### src/rtl/serial_subtractor_pkg.sv
// Shared types for the serial subtractor slice.
//   state_e   : controller states (IDLE, BUSY, DONE)
//   cnt_width : digit-counter width, $clog2(n) but never below one bit
package serial_subtractor_pkg;

   typedef enum logic [1:0] {
      IDLE = 2'd0,
      BUSY = 2'd1,
      DONE = 2'd2
   } state_e;

   function automatic int cnt_width(input int n);
      return (n > 1) ? $clog2(n) : 1;
   endfunction

endpackage

### src/rtl/serial_subtractor_if.sv
// Operand/result handshake bundle for serial_subtractor.
//   inValid/inReady   : operand handshake (x, y, borrowIn)
//   outValid/outReady : result handshake (xy, borrowOut, overflow)
// master = operand producer / result consumer, slave = the subtractor.
interface serial_subtractor_if #(
   parameter int WIDTH = 16
);
   logic             inValid;
   logic             inReady;
   logic [WIDTH-1:0] x;
   logic [WIDTH-1:0] y;
   logic             borrowIn;
   logic             outValid;
   logic             outReady;
   logic [WIDTH-1:0] xy;
   logic             borrowOut;
   logic             overflow;

   modport master (
      output inValid, x, y, borrowIn, outReady,
      input  inReady, outValid, xy, borrowOut, overflow
   );

   modport slave (
      input  inValid, x, y, borrowIn, outReady,
      output inReady, outValid, xy, borrowOut, overflow
   );
endinterface

### src/rtl/serial_subtractor_digit.sv
// digit_subtractor: combinational DIGIT-bit borrow-ripple subtractor.
//   x, y      : digit operands
//   borrowIn  : borrow into bit 0
//   xy        : x - y - borrowIn (mod 2^DIGIT)
//   borrowOut : borrow out of the top bit
module digit_subtractor #(
   parameter int DIGIT = 4
) (
   input  logic [DIGIT-1:0] x,
   input  logic [DIGIT-1:0] y,
   input  logic             borrowIn,
   output logic [DIGIT-1:0] xy,
   output logic             borrowOut
);

   logic b;

   always_comb begin
      b  = borrowIn;
      xy = '0;
      for (int i = 0; i < DIGIT; i++) begin
         xy[i] = x[i] ^ y[i] ^ b;
         // borrow when x bit is 0 and y bit 1, or bits equal with borrow pending
         b     = (~x[i] & y[i]) | (~(x[i] ^ y[i]) & b);
      end
      borrowOut = b;
   end

endmodule

### src/rtl/serial_subtractor.sv
// serial_subtractor: computes x - y - borrowIn one DIGIT-bit slice per cycle,
// LSB slice first, and reports the difference, final borrow and signed
// overflow through a valid/ready result handshake.
//   clk  : clock, rising edge
//   rstN : synchronous active-low reset
//   bus  : serial_subtractor_if.slave (operand and result handshakes)
//
// state | meaning
// ------+---------------------------------------------------------------
// IDLE  | inReady high, waiting for operands
// BUSY  | subtracting slice cnt_q with the registered running borrow
// DONE  | outValid high, result held until outReady
module serial_subtractor
   import serial_subtractor_pkg::*;
#(
   parameter int WIDTH = 16,
   parameter int DIGIT = 4
) (
   input logic               clk,
   input logic               rstN,
   serial_subtractor_if.slave bus
);

   localparam int            NSLICE = WIDTH / DIGIT;
   localparam int            CW     = cnt_width(NSLICE);
   localparam logic [CW-1:0] LAST   = CW'(NSLICE - 1);

   if (WIDTH % DIGIT != 0) begin : g_bad_digit
      $error("serial_subtractor: WIDTH must be a multiple of DIGIT");
   end

   state_e           state_q;
   logic [CW-1:0]    cnt_q;
   logic             borrow_q;
   logic [WIDTH-1:0] x_q;
   logic [WIDTH-1:0] y_q;
   logic [WIDTH-1:0] res_q;
   logic [WIDTH-1:0] res_d;
   logic [WIDTH-1:0] xy_q;
   logic             borrow_out_q;
   logic             overflow_q;
   logic             overflow_d;

   logic [31:0]      base;
   logic [DIGIT-1:0] slice_x;
   logic [DIGIT-1:0] slice_y;
   logic [DIGIT-1:0] slice_d;
   logic             slice_b;

   assign base    = 32'(cnt_q) * 32'(DIGIT);
   assign slice_x = x_q[base +: DIGIT];
   assign slice_y = y_q[base +: DIGIT];

   digit_subtractor #(.DIGIT(DIGIT)) u_digit (
      .x         (slice_x),
      .y         (slice_y),
      .borrowIn  (borrow_q),
      .xy        (slice_d),
      .borrowOut (slice_b)
   );

   // res_d is the partial result including the slice being computed now, so
   // on the last slice it is the full difference and overflow can use its MSB.
   always_comb begin
      res_d                = res_q;
      res_d[base +: DIGIT] = slice_d;
      overflow_d           = (x_q[WIDTH-1] ^ y_q[WIDTH-1]) & (res_d[WIDTH-1] ^ x_q[WIDTH-1]);
   end

   always_ff @(posedge clk) begin
      if (!rstN) begin
         state_q      <= IDLE;
         cnt_q        <= '0;
         borrow_q     <= 1'b0;
         x_q          <= '0;
         y_q          <= '0;
         res_q        <= '0;
         xy_q         <= '0;
         borrow_out_q <= 1'b0;
         overflow_q   <= 1'b0;
      end else begin
         case (state_q)
            IDLE: begin
               if (bus.inValid) begin
                  x_q      <= bus.x;
                  y_q      <= bus.y;
                  borrow_q <= bus.borrowIn;
                  cnt_q    <= '0;
                  res_q    <= '0;
                  state_q  <= BUSY;
               end
            end
            BUSY: begin
               res_q    <= res_d;
               borrow_q <= slice_b;
               cnt_q    <= cnt_q + CW'(1);
               if (cnt_q == LAST) begin
                  xy_q         <= res_d;
                  borrow_out_q <= slice_b;
                  overflow_q   <= overflow_d;
                  state_q      <= DONE;
               end
            end
            DONE: begin
               // result fields read zero again once the consumer has them
               if (bus.outReady) begin
                  xy_q         <= '0;
                  borrow_out_q <= 1'b0;
                  overflow_q   <= 1'b0;
                  state_q      <= IDLE;
               end
            end
            default: state_q <= IDLE;
         endcase
      end
   end

   assign bus.inReady   = (state_q == IDLE);
   assign bus.outValid  = (state_q == DONE);
   assign bus.xy        = xy_q;
   assign bus.borrowOut = borrow_out_q;
   assign bus.overflow  = overflow_q;

endmodule

### src/flat_wrapper.sv
// flat-port wrapper written by rule: the top's interface ports become plain ports
module serial_subtractor_flat import serial_subtractor_pkg::*;
#(
   parameter int WIDTH = 16,
   parameter int DIGIT = 4
)
  (clk, rstN, bus_inValid, bus_x, bus_y, bus_borrowIn, bus_outReady, bus_inReady, bus_outValid, bus_xy, bus_borrowOut, bus_overflow);
  serial_subtractor_if #(.WIDTH(WIDTH)) bus_i ();
  input logic clk;
  input logic rstN;
  input wire logic [$bits(bus_i.inValid)-1:0] bus_inValid;
  input wire logic [$bits(bus_i.x)-1:0] bus_x;
  input wire logic [$bits(bus_i.y)-1:0] bus_y;
  input wire logic [$bits(bus_i.borrowIn)-1:0] bus_borrowIn;
  input wire logic [$bits(bus_i.outReady)-1:0] bus_outReady;
  output wire logic [$bits(bus_i.inReady)-1:0] bus_inReady;
  output wire logic [$bits(bus_i.outValid)-1:0] bus_outValid;
  output wire logic [$bits(bus_i.xy)-1:0] bus_xy;
  output wire logic [$bits(bus_i.borrowOut)-1:0] bus_borrowOut;
  output wire logic [$bits(bus_i.overflow)-1:0] bus_overflow;
  assign bus_i.inValid = bus_inValid;
  assign bus_i.x = bus_x;
  assign bus_i.y = bus_y;
  assign bus_i.borrowIn = bus_borrowIn;
  assign bus_i.outReady = bus_outReady;
  assign bus_inReady = bus_i.inReady;
  assign bus_outValid = bus_i.outValid;
  assign bus_xy = bus_i.xy;
  assign bus_borrowOut = bus_i.borrowOut;
  assign bus_overflow = bus_i.overflow;
  serial_subtractor #(.WIDTH(WIDTH), .DIGIT(DIGIT)) u_core (.clk(clk), .rstN(rstN), .bus(bus_i));
endmodule
### config.mk
export PLATFORM = sky130hd
export DESIGN_NAME = serial_subtractor_flat
export DESIGN_NICKNAME = d
export VERILOG_FILES = /design/src/rtl/serial_subtractor_pkg.sv /design/src/rtl/serial_subtractor_if.sv /design/src/rtl/serial_subtractor_digit.sv /design/src/rtl/serial_subtractor.sv /design/src/flat_wrapper.sv
export SDC_FILE = /design/constraint.sdc
export NUM_CORES = 1
export LEC_CHECK = 0
export BUFFER_PORTS_ARGS = -buffer_cell sky130_fd_sc_hd__buf_4
export CORE_MARGIN = 1.5
export CORE_UTILIZATION = 45
export CTS_CLUSTER_DIAMETER = 200
export CTS_CLUSTER_SIZE = 20
export DETAILED_ROUTE_END_ITERATION = 8
export MAX_ROUTING_LAYER = met4
export PLACE_DENSITY = 0.72
export RECOVER_POWER = 50
export SLEW_MARGIN = 30
export SYNTH_ARGS = -nofsm -noshare
export SYNTH_HDL_FRONTEND = slang
export SYNTH_SLANG_ARGS = --single-unit
### constraint.sdc
create_clock -name clk -period 3.8 [get_ports clk]
set_input_delay 0.19 -clock clk [delete_from_list [all_inputs] [get_ports clk]]
set_output_delay 0.19 -clock clk [all_outputs]
set_load 0.1 [all_outputs]
After elaboration in Yosys (flattened, before gate mapping)
Index checks and enable logic that the tools add are counted.
- latch bits: 0
- output and inout bits: 20
- input bits: 37
- bits in writable memories: 0
- register bits: 71
- logic and storage cells: 78
- bits in read-only memories: 0
- memories kept: 0
- add/sub/neg operators: 2
- divide/modulo/power cells: 0
- $lt $le $gt $ge: 0
- bitwise operators: 31
- $mul: 0
- mux-type cells: 19
- shift operators: 4
- equal/unequal tests: 6
- reduce and logical (&&, ||, !) cells: 7
- operator list (kind ; count):
    $pmux 16 s2 ; 2
    $mux 16 ; 3
    $neg 4->34 ; 1
    $shift 4x34->16 const A ; 1
    $shiftx 4x34->16 ; 1
    $shiftx 16x5->4 ; 2
    $bwmux 16 ; 1
    $xor 1x1->1 ; 10
    $and 1x1->1 ; 9
    $mux 2 ; 4
    $not 1->1 ; 8
    $pmux 1 s2 ; 3
    $pmux 2 s3 ; 1
    $reduce_and 3->1 ; 2
    $eq 2x2->1 const B ; 2
    $mux 1 ; 4
    $ne 2x2->1 const B ; 2
    $or 1x1->1 ; 4
    $pmux 2 s2 ; 1
    $reduce_and 2->1 ; 2
    $reduce_bool 2->1 ; 2
    $add 2x1->2 const B ; 1
    $eq 2x1->1 const B ; 1
    $logic_not 2->1 ; 1
    $ne 2x1->1 const B ; 1

Longest topological paths before layout
Gate-level depths: netlist (run 1).
- depth after elaboration: 16
- depth in mapped cells: 11
- gate-level depth less buffers: 10

By module
From an unflattened synthesis (run 1), not the netlist that was laid out.
- cells, all modules: 371
- area, all modules: 3284.4 sq um
- by module, submodules not included (module ; seq. area each (sq um) ; cells an instance ; times used ; area each (sq um)):
    serial_subtractor ; 1421.4 ; 357 ; 1 ; 3166.8
    digit_subtractor ; 0.0 ; 14 ; 1 ; 117.6

Least setup slack after synthesis (run 1)
Ideal clock, no wire load.
- path kind: flip-flop to flip-flop
- start point: register u_core.cnt_q[0]
- end point: register u_core.overflow_q, in the netlist u_core.bus.overflow
- library setup time: 127 ps
- setup slack: 436 ps
- clock period less this slack: 3364 ps
- arrival time: 3238 ps
- stages on the path, launching flop included: 10
- path buffers: 2
- required time: 3673 ps
- cell sequence: dfxtp_1 > buf_2 > buf_4 > mux4_2 > fa_1 > fa_1 > fa_1 > nor4bb_1 > a2111o_1 > o211ai_1
- cells in the longest elaborated chain, start to end: 16
- elaborated cells between the ends (all ways): 36
- classes of those cells: add/sub: 1; eq/ne: 2; shift: 4; mux: 3; bitwise: 25; reduce/logical: 1
- ends and longest elaborated chain (item ; line ; RTL):
    start, declared ; serial_subtractor.sv:33 ; logic [CW-1:0] cnt_q;
    start signal, assigned ; serial_subtractor.sv:96 ; cnt_q <= cnt_q + CW'(1);
    $shiftx 16x5->4 (on tied branches) ; serial_subtractor.sv:51, serial_subtractor.sv:52 ;
    $xor 1x1->1 ; serial_subtractor_digit.sv:22, serial_subtractor_digit.sv:24 ;
    $not 1->1 ; serial_subtractor_digit.sv:24 ; b = (~x[i] & y[i]) | (~(x[i] ^ y[i]) & b);
    $and 1x1->1 ; serial_subtractor_digit.sv:24 ;
    $or 1x1->1 ; serial_subtractor_digit.sv:24 ;
    $and 1x1->1 ; serial_subtractor_digit.sv:24 ;
    $or 1x1->1 ; serial_subtractor_digit.sv:24 ;
    $and 1x1->1 ; serial_subtractor_digit.sv:24 ;
    $or 1x1->1 ; serial_subtractor_digit.sv:24 ;
    $xor 1x1->1 ; serial_subtractor_digit.sv:22 ; xy[i] = x[i] ^ y[i] ^ b;
    $shiftx 4x34->16 ; serial_subtractor.sv:66 ; res_d[base +: DIGIT] = slice_d;
    $bwmux 16 ; serial_subtractor.sv:66 ;
    $xor 1x1->1 ; serial_subtractor.sv:67 ; overflow_d = (x_q[WIDTH-1] ^ y_q[WIDTH-1]) & (res_d[WIDTH-1] ^ x_q[WIDTH-1]);
    $and 1x1->1 ; serial_subtractor.sv:67 ;
    $mux 1 ; serial_subtractor.sv:97 ; if (cnt_q == LAST) begin
    $pmux 1 s2 ; serial_subtractor.sv:82 ; case (state_q)
    end signal, assigned ; serial_subtractor.sv:100 ; overflow_q <= overflow_d;
    end, declared ; serial_subtractor.sv:41 ; logic overflow_q;
Several ways; a longest one is shown, not always the timed one. The select of a mux whose other input is x is not followed.
A chain may end at the register's enable or synchronous reset.

Worst setup path in the final report (run 1)
- start point: register u_core.cnt_q[1]
- end point: register u_core.overflow_q, in the netlist u_core.bus.overflow
Same word-level chain as after synthesis.

==> results of run 1 <==
[cell type report]
type | instances | area, um2
Fill cell | 655 | 3077
Multi-Input combinational cell | 223 | 1572
Sequential cell | 71 | 1421
Timing Repair Buffer | 59 | 371.6
Clock buffer | 9 | 123.9
Tap cell | 96 | 120.1
Clock inverter | 7 | 97.59
Inverter | 13 | 48.80
[worst register-to-register path: stages, from the launching register on]
cell and delay (ps):
dfxtp_1 480, clkbuf_1 360, mux4_2 390, fa_1 450, fa_1 400, fa_1 530, nor4bb_1 490, a41oi_1 180
o211ai_1 180
[metal layers]
| layer | global-route usage, % | vias up | wire (um) |
|---|---|---|---|
| li1 | - | 1256 | - |
| met1 | 25.59 | 1138 | 3109 |
| met2 | 30.51 | 59 | 3101 |
| met3 | 3.697 | 13 | 282 |
| met4 | 6.926 | 0 | 104 |
| met5 | - | - | 0 |
[metrics by stage]
stage                     instance area, um2  util (%)
final                                   3755     54.96
after global routing                    3755     54.96
after CTS                               3819     55.90
after detailed placement                3597     52.66
after global placement                  3597     52.66
after floorplan                         3184         -
[kinds of logic after synthesis]
kind of cell,count (synthesis)
DFF,71
and+or+nand+nor,109
adders and majority gates,10
buffers and inverters,36
AOI/OAI and AO/OA,95
muxes,9
[worst paths after layout]
check | endpoint | startpoint | cells past startpoint
max | u_core.bus.overflow$_SDFFE_PN0P_ | u_core.cnt_q[1]$_SDFFE_PN0P_ | 8
min | u_core.x_q[10]$_SDFFE_PN0P_ | bus_x[10] | 3
max reg2reg | u_core.bus.overflow$_SDFFE_PN0P_ | u_core.cnt_q[1]$_SDFFE_PN0P_ | 8
min reg2reg | u_core.res_q[5]$_SDFFE_PN0P_ | u_core.res_q[5]$_SDFFE_PN0P_ | 1
[flip-flops by register name, summed over array words and instances (netlist names)]
register,cells
u_core.state_q,2
u_core.x_q,16
u_core.bus.overflow,1
u_core.bus.borrowOut,1
u_core.borrow_q,1
u_core.y_q,16
u_core.bus.xy,16
u_core.cnt_q,2
u_core.res_q,16
[power by group through the flow]
| stage | sequential, mW | combinational [mW] | clock (mW) |
|---|---|---|---|
| 4_1_cts | 0.787 | 0.201 | 0.677 |
| 3_3_place_gp | 0.804 | 0.197 | 0 |
| 6_report | 0.787 | 0.201 | 0.663 |
| 3_5_place_dp | 0.804 | 0.200 | 0 |
| 2_1_floorplan | 0.796 | 0.146 | 0 |
| 5_1_grt | 0.790 | 0.221 | 0.711 |
[cell usage in the layout (no fill, tap or decap), types with 4 or more instances in the layout]
cell type,n
clkbuf_8,9
mux4_2,8
buf_4,38
dfxtp_1,71
nor2_1,7
fa_1,4
o2bb2ai_1,31
nor2b_1,23
nand2_1,68
a31oi_1,15
inv_1,12
clkbuf_1,20
a21oi_1,35
ha_1,6
==> impl_metrics.toml, run 1 <==
[synthesis]
avg_cell_area_syn_um2 = 9.649
synthesis.area_um2 = 3184
synth_commonest_cells = "dfxtp_1, nand2_1, a21oi_1, o2bb2ai_1, nor2b_1"
async_reset_ff_share_pct = 0
synth-main-ff-cell = "dfxtp_1"
syn_nets = 377
synthXorXnorAreaFrac_pct = 0
synth_compound_area_share_pct = 21.34
synthMostInstantiatedCell = "dfxtp_1"
synth_top_family_by_area = "compound AO/OA/AOI/OAI gates"
synth.yosys.warnings = 0
synth_edf_count = 0
synth_cell_type_count = 39
leading_cell_types_by_total_area_after_synthesis = "dfxtp_1, o2bb2ai_1, nand2_1"
postSynthRegisterBits = 71
adder_cell_fraction_of_synth_area_pct = 4.872
synth_top_cell_area_share_pct = 44.64
yosysSeqAreaShare_pct = 44.64
synth_instances = 330
synth_simple_gate_area_share_pct = 16.97
synth_mux_area_share_pct = 5.972
post-synth-top-area-cell = "dfxtp_1"

[sta]
grt_setup_unrepaired = "false"
final_worst_setup_slack_ps = 275.7
highest_clock_frequency_the_design_can_meet_mhz = 283.7
max_clock_skew_ps = 5.214
final-hold-violation-count = 0
timing.final.crit_share_pct = 92.74
setup_tns_ps = 0
slew_viol_final = 0
worst_tran_pin_value_ps = 1177
slew_headroom_pct = 21.85
finalWorstPathRequiredPeriod_ps = 3524
minimum_hold_slack_ps = 86.16
finalSetupViolCount = 0

[global_routing]
pin_count_of_the_biggest_net_entering_global_routing = 39
antenna_found_initial = 0
vias_in_the_first_global_route = 2335
global_route_wire_length_before_repair_um = 11220
global_route.usage.total_pct = 19.58
remaining_global_route_overflow = 0

[layout]
area.growth.synth_to_final_pct = 17.92
layoutNonFillerInstCount = 478
design.final.nets = 424
drive_above_1_share_pct = 18.32
insertedDiodeCount = 0

[placement]
place.port_buffers = 56
placed_insts = 461
pre_cts_slack_ps = 310.7
finalWeightedCongestion = 0.8071
hpwl_after_detailed_placement_um = 4671

[floorplanning]
die_y_um = 87.12
start_util_pct = 46.61
io_pins = 57
dieWidth_um = 87.12
fp.dieArea_um2 = 7590
floorplan.core_area_um2 = 6832
rows = 30

[setup_path]
worst_path_largest_cell_delay_ps = 530
crit_arrival_ps = 3790
crit_path_frequent_cell = "fa_1"
crit_path_max_fanout = 8
worst_setup_path_end_kind = "register"
critical_path.cell_chain = "clkbuf_1 > mux4_2 > fa_1 > fa_1 > fa_1 > nor4bb_1 > a41oi_1 > o211ai_1"
required_time_at_the_endpoint_of_the_critical_path_ps = 4070
crit_slowest_cell = "fa_1"
critical-path-top-delay-family = "adder cells"
reg2reg_setup_slack_ps = 280
critPathKind = "register to register"
cp-start-kind = "register"
critical_path_buf_inv_count = 1

[min_path]
worst_hold_path_type = "input port to register"

[power]
p_leak_nw = 1.374
p_int_mw = 1.227
clkPwrFrac_pct = 40.2
overall_power_consumption_mw = 1.650
switchingPower_mw = 0.4231
irDropWorstVdd_mv = 0.2051
powerDensity_nw_per_um2 = 439.5
netSwitchingFraction_pct = 25.63
power.share.combinational_pct = 12.2
share_seq_of_total_power_pct = 47.7

[clock_network]
clock_tree.htree_level_count = 3
postCtsSetupBuffers = 0
cts_num_sinks = 71
ctsResizeCount = 0
cts_root_buf = "clkbuf_8"
clkTransAtPathRegs_ps = 80
cts_tree = "built"
clk_latency_ps = 350
clock_buffers_created_by_tritoncts = 9
cts-hold-fix-buffers = 0
clock_path_buffers = 2

[detailed_routing]
dr_drc_count = 0
drt-pass1-iter-count = 4
routed_wire_length_per_instance_um = 13.80
totalWireLength_um = 6597
detail_route.vias_per_cell = 5.159
dr.first_iter.drc_count = 98
dr_total_vias = 2466
drtAntennaViolNets = 0

[flow_run]
cap_violations = 0

[status]
run_status = "finished, final reports clean"
(Power assumes the default switching activity.)
==> run 2, diff against run 1 <==
--- a/config.mk
+++ b/config.mk
@@ -7,12 +7,12 @@
 export LEC_CHECK = 0
 export BUFFER_PORTS_ARGS = -buffer_cell sky130_fd_sc_hd__buf_4
 export CORE_MARGIN = 1.5
-export CORE_UTILIZATION = 45
+export CORE_UTILIZATION = 47
 export CTS_CLUSTER_DIAMETER = 200
 export CTS_CLUSTER_SIZE = 20
 export DETAILED_ROUTE_END_ITERATION = 8
 export MAX_ROUTING_LAYER = met4
-export PLACE_DENSITY = 0.72
+export PLACE_DENSITY = 0.74
 export RECOVER_POWER = 50
 export SLEW_MARGIN = 30
 export SYNTH_ARGS = -nofsm -noshare
==> impl_metrics.toml, run 2 (synthesis gave the netlist of run 1 again) <==
[sta]
setup_tns_ps = 0
slew_viol_final = 0
slew_headroom_pct = 22.35
timing.final.crit_share_pct = 91.50
max_clock_skew_ps = 7.813
final-hold-violation-count = 0
final_worst_setup_slack_ps = 323.0
finalWorstPathRequiredPeriod_ps = 3477
worst_tran_pin_value_ps = 1170
grt_setup_unrepaired = "false"
finalSetupViolCount = 0
highest_clock_frequency_the_design_can_meet_mhz = 287.6

[clock_network]
clock_buffers_created_by_tritoncts = 9
cts_tree = "built"
postCtsSetupBuffers = 0
clkTransAtPathRegs_ps = 80
clk_latency_ps = 350
cts_root_buf = "clkbuf_8"
cts-hold-fix-buffers = 0
clock_tree.htree_level_count = 3
clock_path_buffers = 2
ctsResizeCount = 0
cts_num_sinks = 71

[detailed_routing]
routed_wire_length_per_instance_um = 14.49
dr.first_iter.drc_count = 115
drt-pass1-iter-count = 6
dr_drc_count = 2
totalWireLength_um = 6666
dr_total_vias = 2489
drtAntennaViolNets = 0
detail_route.vias_per_cell = 5.411

[power]
share_seq_of_total_power_pct = 47.1
clkPwrFrac_pct = 40.9
irDropWorstVdd_mv = 0.1950
power.share.combinational_pct = 12.1
p_leak_nw = 1.390
p_int_mw = 1.262
netSwitchingFraction_pct = 24.57
switchingPower_mw = 0.4112
powerDensity_nw_per_um2 = 446.0

[floorplanning]
io_pins = 57
dieWidth_um = 85.31
floorplan.core_area_um2 = 6459
start_util_pct = 49.30
fp.dieArea_um2 = 7278
die_y_um = 85.31
rows = 29

[setup_path]
critPathCapture = "u_core.bus.overflow$_SDFFE_PN0P_"
crit_path_max_fanout = 10
required_time_at_the_endpoint_of_the_critical_path_ps = 4070
critPathLaunch = "u_core.cnt_q[0]$_SDFFE_PN0P_"
worst_setup_path_end_kind = "register"
crit_arrival_ps = 3740
reg2reg_setup_slack_ps = 320
regToRegStartpoint = "u_core.cnt_q[0]$_SDFFE_PN0P_"
critPathKind = "register to register"
cp-start-kind = "register"
reg2reg_to = "u_core.bus.overflow$_SDFFE_PN0P_"
reg2regPathDepth = 8

[layout]
area.growth.synth_to_final_pct = 17.84
insertedDiodeCount = 0
most_common_library_cell_in_the_layout_ignoring_fill_and_taps = "dfxtp_1"
layout.cells.most_common_list = "dfxtp_1, nand2_1, buf_4"
drive_above_1_share_pct = 18.80
design.final.nets = 425

[flow_run]
cap_violations = 0

[placement]
place.port_buffers = 56
finalWeightedCongestion = 0.8107
pre_cts_slack_ps = 377.2
hpwl_after_detailed_placement_um = 4658

[global_routing]
global_route_wire_length_before_repair_um = 11560
antenna_found_initial = 0
pin_count_of_the_biggest_net_entering_global_routing = 39
vias_in_the_first_global_route = 2495
remaining_global_route_overflow = 0
global_route.usage.total_pct = 20.83

[status]
run_status = "finished, violations left"
failing_checks = "DRC"

[min_path]
worst_hold_path_type = "input port to register"
## run 2: area by class of cell
cell class / count / area (um2)
fillers: 582 / 2706
repair buffers: 60 / 382.9
clock buffers: 11 / 151.4
clock inverters: 5 / 80.08
inverters: 13 / 48.80
well taps: 77 / 96.34
flip-flops and latches: 71 / 1421
multi-input cells: 223 / 1572
## run 2: power groups by stage
stage               Sequential [mW]  Clock (mW)  Combinational (mW)
global route                  0.790       0.728               0.225
global placement              0.803           0               0.198
floorplan                     0.796           0               0.146
finish                        0.788       0.684               0.202
detailed placement            0.805           0               0.202
CTS                           0.787       0.696               0.203
## run 2: worst min path at each step
stage	endpoint	start	cells past startpoint	slack (ps)
after global routing	u_core.y_q[9]$_SDFFE_PN0P_	bus_y[9]	3	80
after global placement	u_core.res_q[10]$_SDFFE_PN0P_	u_core.res_q[10]$_SDFFE_PN0P_	1	440
after CTS	u_core.y_q[6]$_SDFFE_PN0P_	bus_y[6]	3	70
final	u_core.y_q[6]$_SDFFE_PN0P_	bus_y[6]	3	80
after detailed placement	u_core.res_q[3]$_SDFFE_PN0P_	u_core.res_q[3]$_SDFFE_PN0P_	1	440
after floorplan	u_core.x_q[0]$_SDFFE_PN0P_	bus_x[0]	2	330
## run 2: per-stage QoR
step | cell area [um2] | util [%] | power [mW] | cells | hold slack (ps)
finish | 3752 | 58.10 | 1.674 | 460 | 80.51
global route | 3752 | 58.10 | 1.743 | 460 | 77.50
CTS | 3812 | 59.03 | 1.687 | 459 | 67.99
global placement | 3581 | 55.44 | 1.001 | 443 | 436.4
floorplan | 3184 | - | 0.9422 | 330 | 326.0
detailed placement | 3581 | 55.44 | 1.007 | 443 | 439.6
## run 2: per-layer routing
layer  vias up  part of all wire, %  GRT usage (%)
li1       1263                    -              -
met3        12                  4.3          3.307
met2        58                   47          32.76
met5         -                    0              -
met1      1156                   47          25.69
met4         0                  2.1          11.44
## run 2: critical path, cell delays in order, from the launching register on
cell and delay [ps]:
dfxtp_1 390, buf_4 210, mux4_2 530, fa_1 440
fa_1 390, fa_1 540, nor4bb_1 490, a41oi_1 200
o211ai_1 190
==> run 3, diff against run 2 <==
--- a/config.mk
+++ b/config.mk
@@ -5,6 +5,7 @@
 export SDC_FILE = /design/constraint.sdc
 export NUM_CORES = 1
 export LEC_CHECK = 0
+export ABC_AREA = 1
 export BUFFER_PORTS_ARGS = -buffer_cell sky130_fd_sc_hd__buf_4
 export CORE_MARGIN = 1.5
 export CORE_UTILIZATION = 47
==> impl_metrics.toml, run 3 <==
[status]
run_status = "finished, violations left"
failing_checks = "DRC, capacitance limit, slew limit"

[setup_path]
critical-path-top-delay-family = "adder cells"
required_time_at_the_endpoint_of_the_critical_path_ps = 4070
worst_setup_path_end_kind = "register"
critical_path_buf_inv_count = 3
worst_path_largest_cell_delay_ps = 520
crit_path_max_fanout = 14
crit_slowest_cell = "fa_1"
crit_arrival_ps = 3640
crit_path_frequent_cell = "fa_1"
cp-start-kind = "register"
critical_path.cell_chain = "inv_1 > a21oi_1 > a32o_1 > fa_1 > inv_1 > fa_1 > fa_1 > fa_1 > inv_1 > nor2_1 > nand3_1 > a21oi_1 > nand2_1 > a21oi_1"
critPathKind = "register to register"

[synthesis]
synth_commonest_cells = "nand2_1, nor2_1, dfxtp_1, a21oi_1, o21ai_0"
synth_top_cell_area_share_pct = 44.36
synth.yosys.warnings = 0
async_reset_ff_share_pct = 0
synth-main-ff-cell = "dfxtp_1"
avg_cell_area_syn_um2 = 7.299
syn_nets = 486
yosysSeqAreaShare_pct = 44.36
synth_cell_type_count = 24
synth_edf_count = 0
synthesis.area_um2 = 3204
post-synth-top-area-cell = "dfxtp_1"
synth_instances = 439
leading_cell_types_by_total_area_after_synthesis = "dfxtp_1, nand2_1, nor2_1"
postSynthRegisterBits = 71
synthMostInstantiatedCell = "nand2_1"

[placement]
hpwl_after_detailed_placement_um = 5032
finalWeightedCongestion = 0.8869
pre_cts_slack_ps = 471.2
placed_insts = 550
place.port_buffers = 56

[layout]
final.fill_count = 623
most_common_library_cell_in_the_layout_ignoring_fill_and_taps = "nand2_1"
layoutNonFillerInstCount = 564
design.final.nets = 531
layout.cells.most_common_list = "nand2_1, nor2_1, dfxtp_1"
drive_above_1_share_pct = 11.29
area.growth.synth_to_final_pct = 13.67
insertedDiodeCount = 0

[global_routing]
global_route.usage.total_pct = 21.58
vias_in_the_first_global_route = 2738
global_route_wire_length_before_repair_um = 12170
remaining_global_route_overflow = 0
antenna_found_initial = 0
pin_count_of_the_biggest_net_entering_global_routing = 39

[power]
irDropWorstVdd_mv = 0.2450
powerDensity_nw_per_um2 = 428.9
p_leak_nw = 1.441
overall_power_consumption_mw = 1.562

[sta]
worst_tran_pin_value_ps = 1621
max_clock_skew_ps = 3.931
finalSetupViolCount = 0
final_worst_setup_slack_ps = 428.6
finalWorstPathRequiredPeriod_ps = 3371
timing.final.crit_share_pct = 88.72
minimum_hold_slack_ps = 65.98
slew_headroom_pct = -8.481
highest_clock_frequency_the_design_can_meet_mhz = 296.6
slew_viol_final = 24
grt_setup_unrepaired = "false"
final-hold-violation-count = 0
setup_tns_ps = 0

[clock_network]
clock_path_buffers = 2
ctsResizeCount = 0
clock_tree.htree_level_count = 3
cts_root_buf = "clkbuf_8"
clk_latency_ps = 340
postCtsSetupBuffers = 0
cts-hold-fix-buffers = 0
clkTransAtPathRegs_ps = 70
clock_buffers_created_by_tritoncts = 9
cts_tree = "built"
cts_num_sinks = 71

[detailed_routing]
drtAntennaViolNets = 0
dr_total_vias = 2948
dr.first_iter.drc_count = 154
detail_route.vias_per_cell = 5.227
drt-pass1-iter-count = 7
totalWireLength_um = 7204
dr_drc_count = 1
routed_wire_length_per_instance_um = 12.77

[floorplanning]
dieWidth_um = 85.57
floorplan.core_area_um2 = 6459
fp.dieArea_um2 = 7322
start_util_pct = 49.61
io_pins = 57
die_y_um = 85.57
rows = 29

[flow_run]
cap_violations = 1

[min_path]
worst_hold_path_type = "input port to register"
==> run 3: layer usage <==
metal	up-vias	wire length, um	GRT usage, %
met2	74	3413	35.15
met4	0	114	7.478
met5	-	0	-
li1	1508	-	-
met1	1356	3263	26.65
met3	10	412	4.620
==> run 3: layout make-up <==
cell class / instances / area (um2) / area share, %
flip-flops and latches: 71 / 1421 / 39.02
clock inverters: 2 / 10.01 / 0.2748
clock buffers: 12 / 135.1 / 3.710
multi-input cells: 316 / 1513 / 41.53
inverters: 28 / 106.4 / 2.920
repair buffers: 58 / 360.3 / 9.894
well taps: 77 / 96.34 / 2.645
==> run 3: stage by stage <==
step,area (um2),util [%]
global placement,3598,55.71
global route,3642,56.39
finish,3642,56.39
detailed placement,3598,55.71
CTS,3744,57.96
floorplan,3204,-
==> run 3: worst paths after layout <==
kind / startpoint / to / slack, ps / depth (start not counted)
worst max-delay path: u_core.cnt_q[1]$_SDFFE_PN0P_ / u_core.res_q[11]$_SDFFE_PN0P_ / 430 / 14
worst min-delay path: bus_x[2] / u_core.x_q[2]$_SDFFE_PN0P_ / 70 / 3
worst max register to register: u_core.cnt_q[1]$_SDFFE_PN0P_ / u_core.res_q[11]$_SDFFE_PN0P_ / 430 / 14
worst min register to register: u_core.bus.borrowOut$_SDFFE_PN0P_ / u_core.bus.borrowOut$_SDFFE_PN0P_ / 460 / 2
==> run 3: kinds of logic after synthesis <==
logic type / count (synthesis) / share of synthesized area [%]
and+or+nand+nor: 196 / 25.03
AOI/OAI and AO/OA: 110 / 18.16
DFF: 71 / 44.36
adders and majority gates: 10 / 4.842
buffers and inverters: 52 / 7.614
==> run 3: worst min-delay path: cells and delay by family <==
family,cells,cell delay (ps)
buf+inv,1,80
simple gates,2,110
==> run 3: power by group <==
part / internal (mW) / total (mW) / switching (mW)
combinational: 0.105 / 0.279 / 0.174
sequential: 0.781 / 0.803 / 0.0218
clock: 0.228 / 0.480 / 0.252
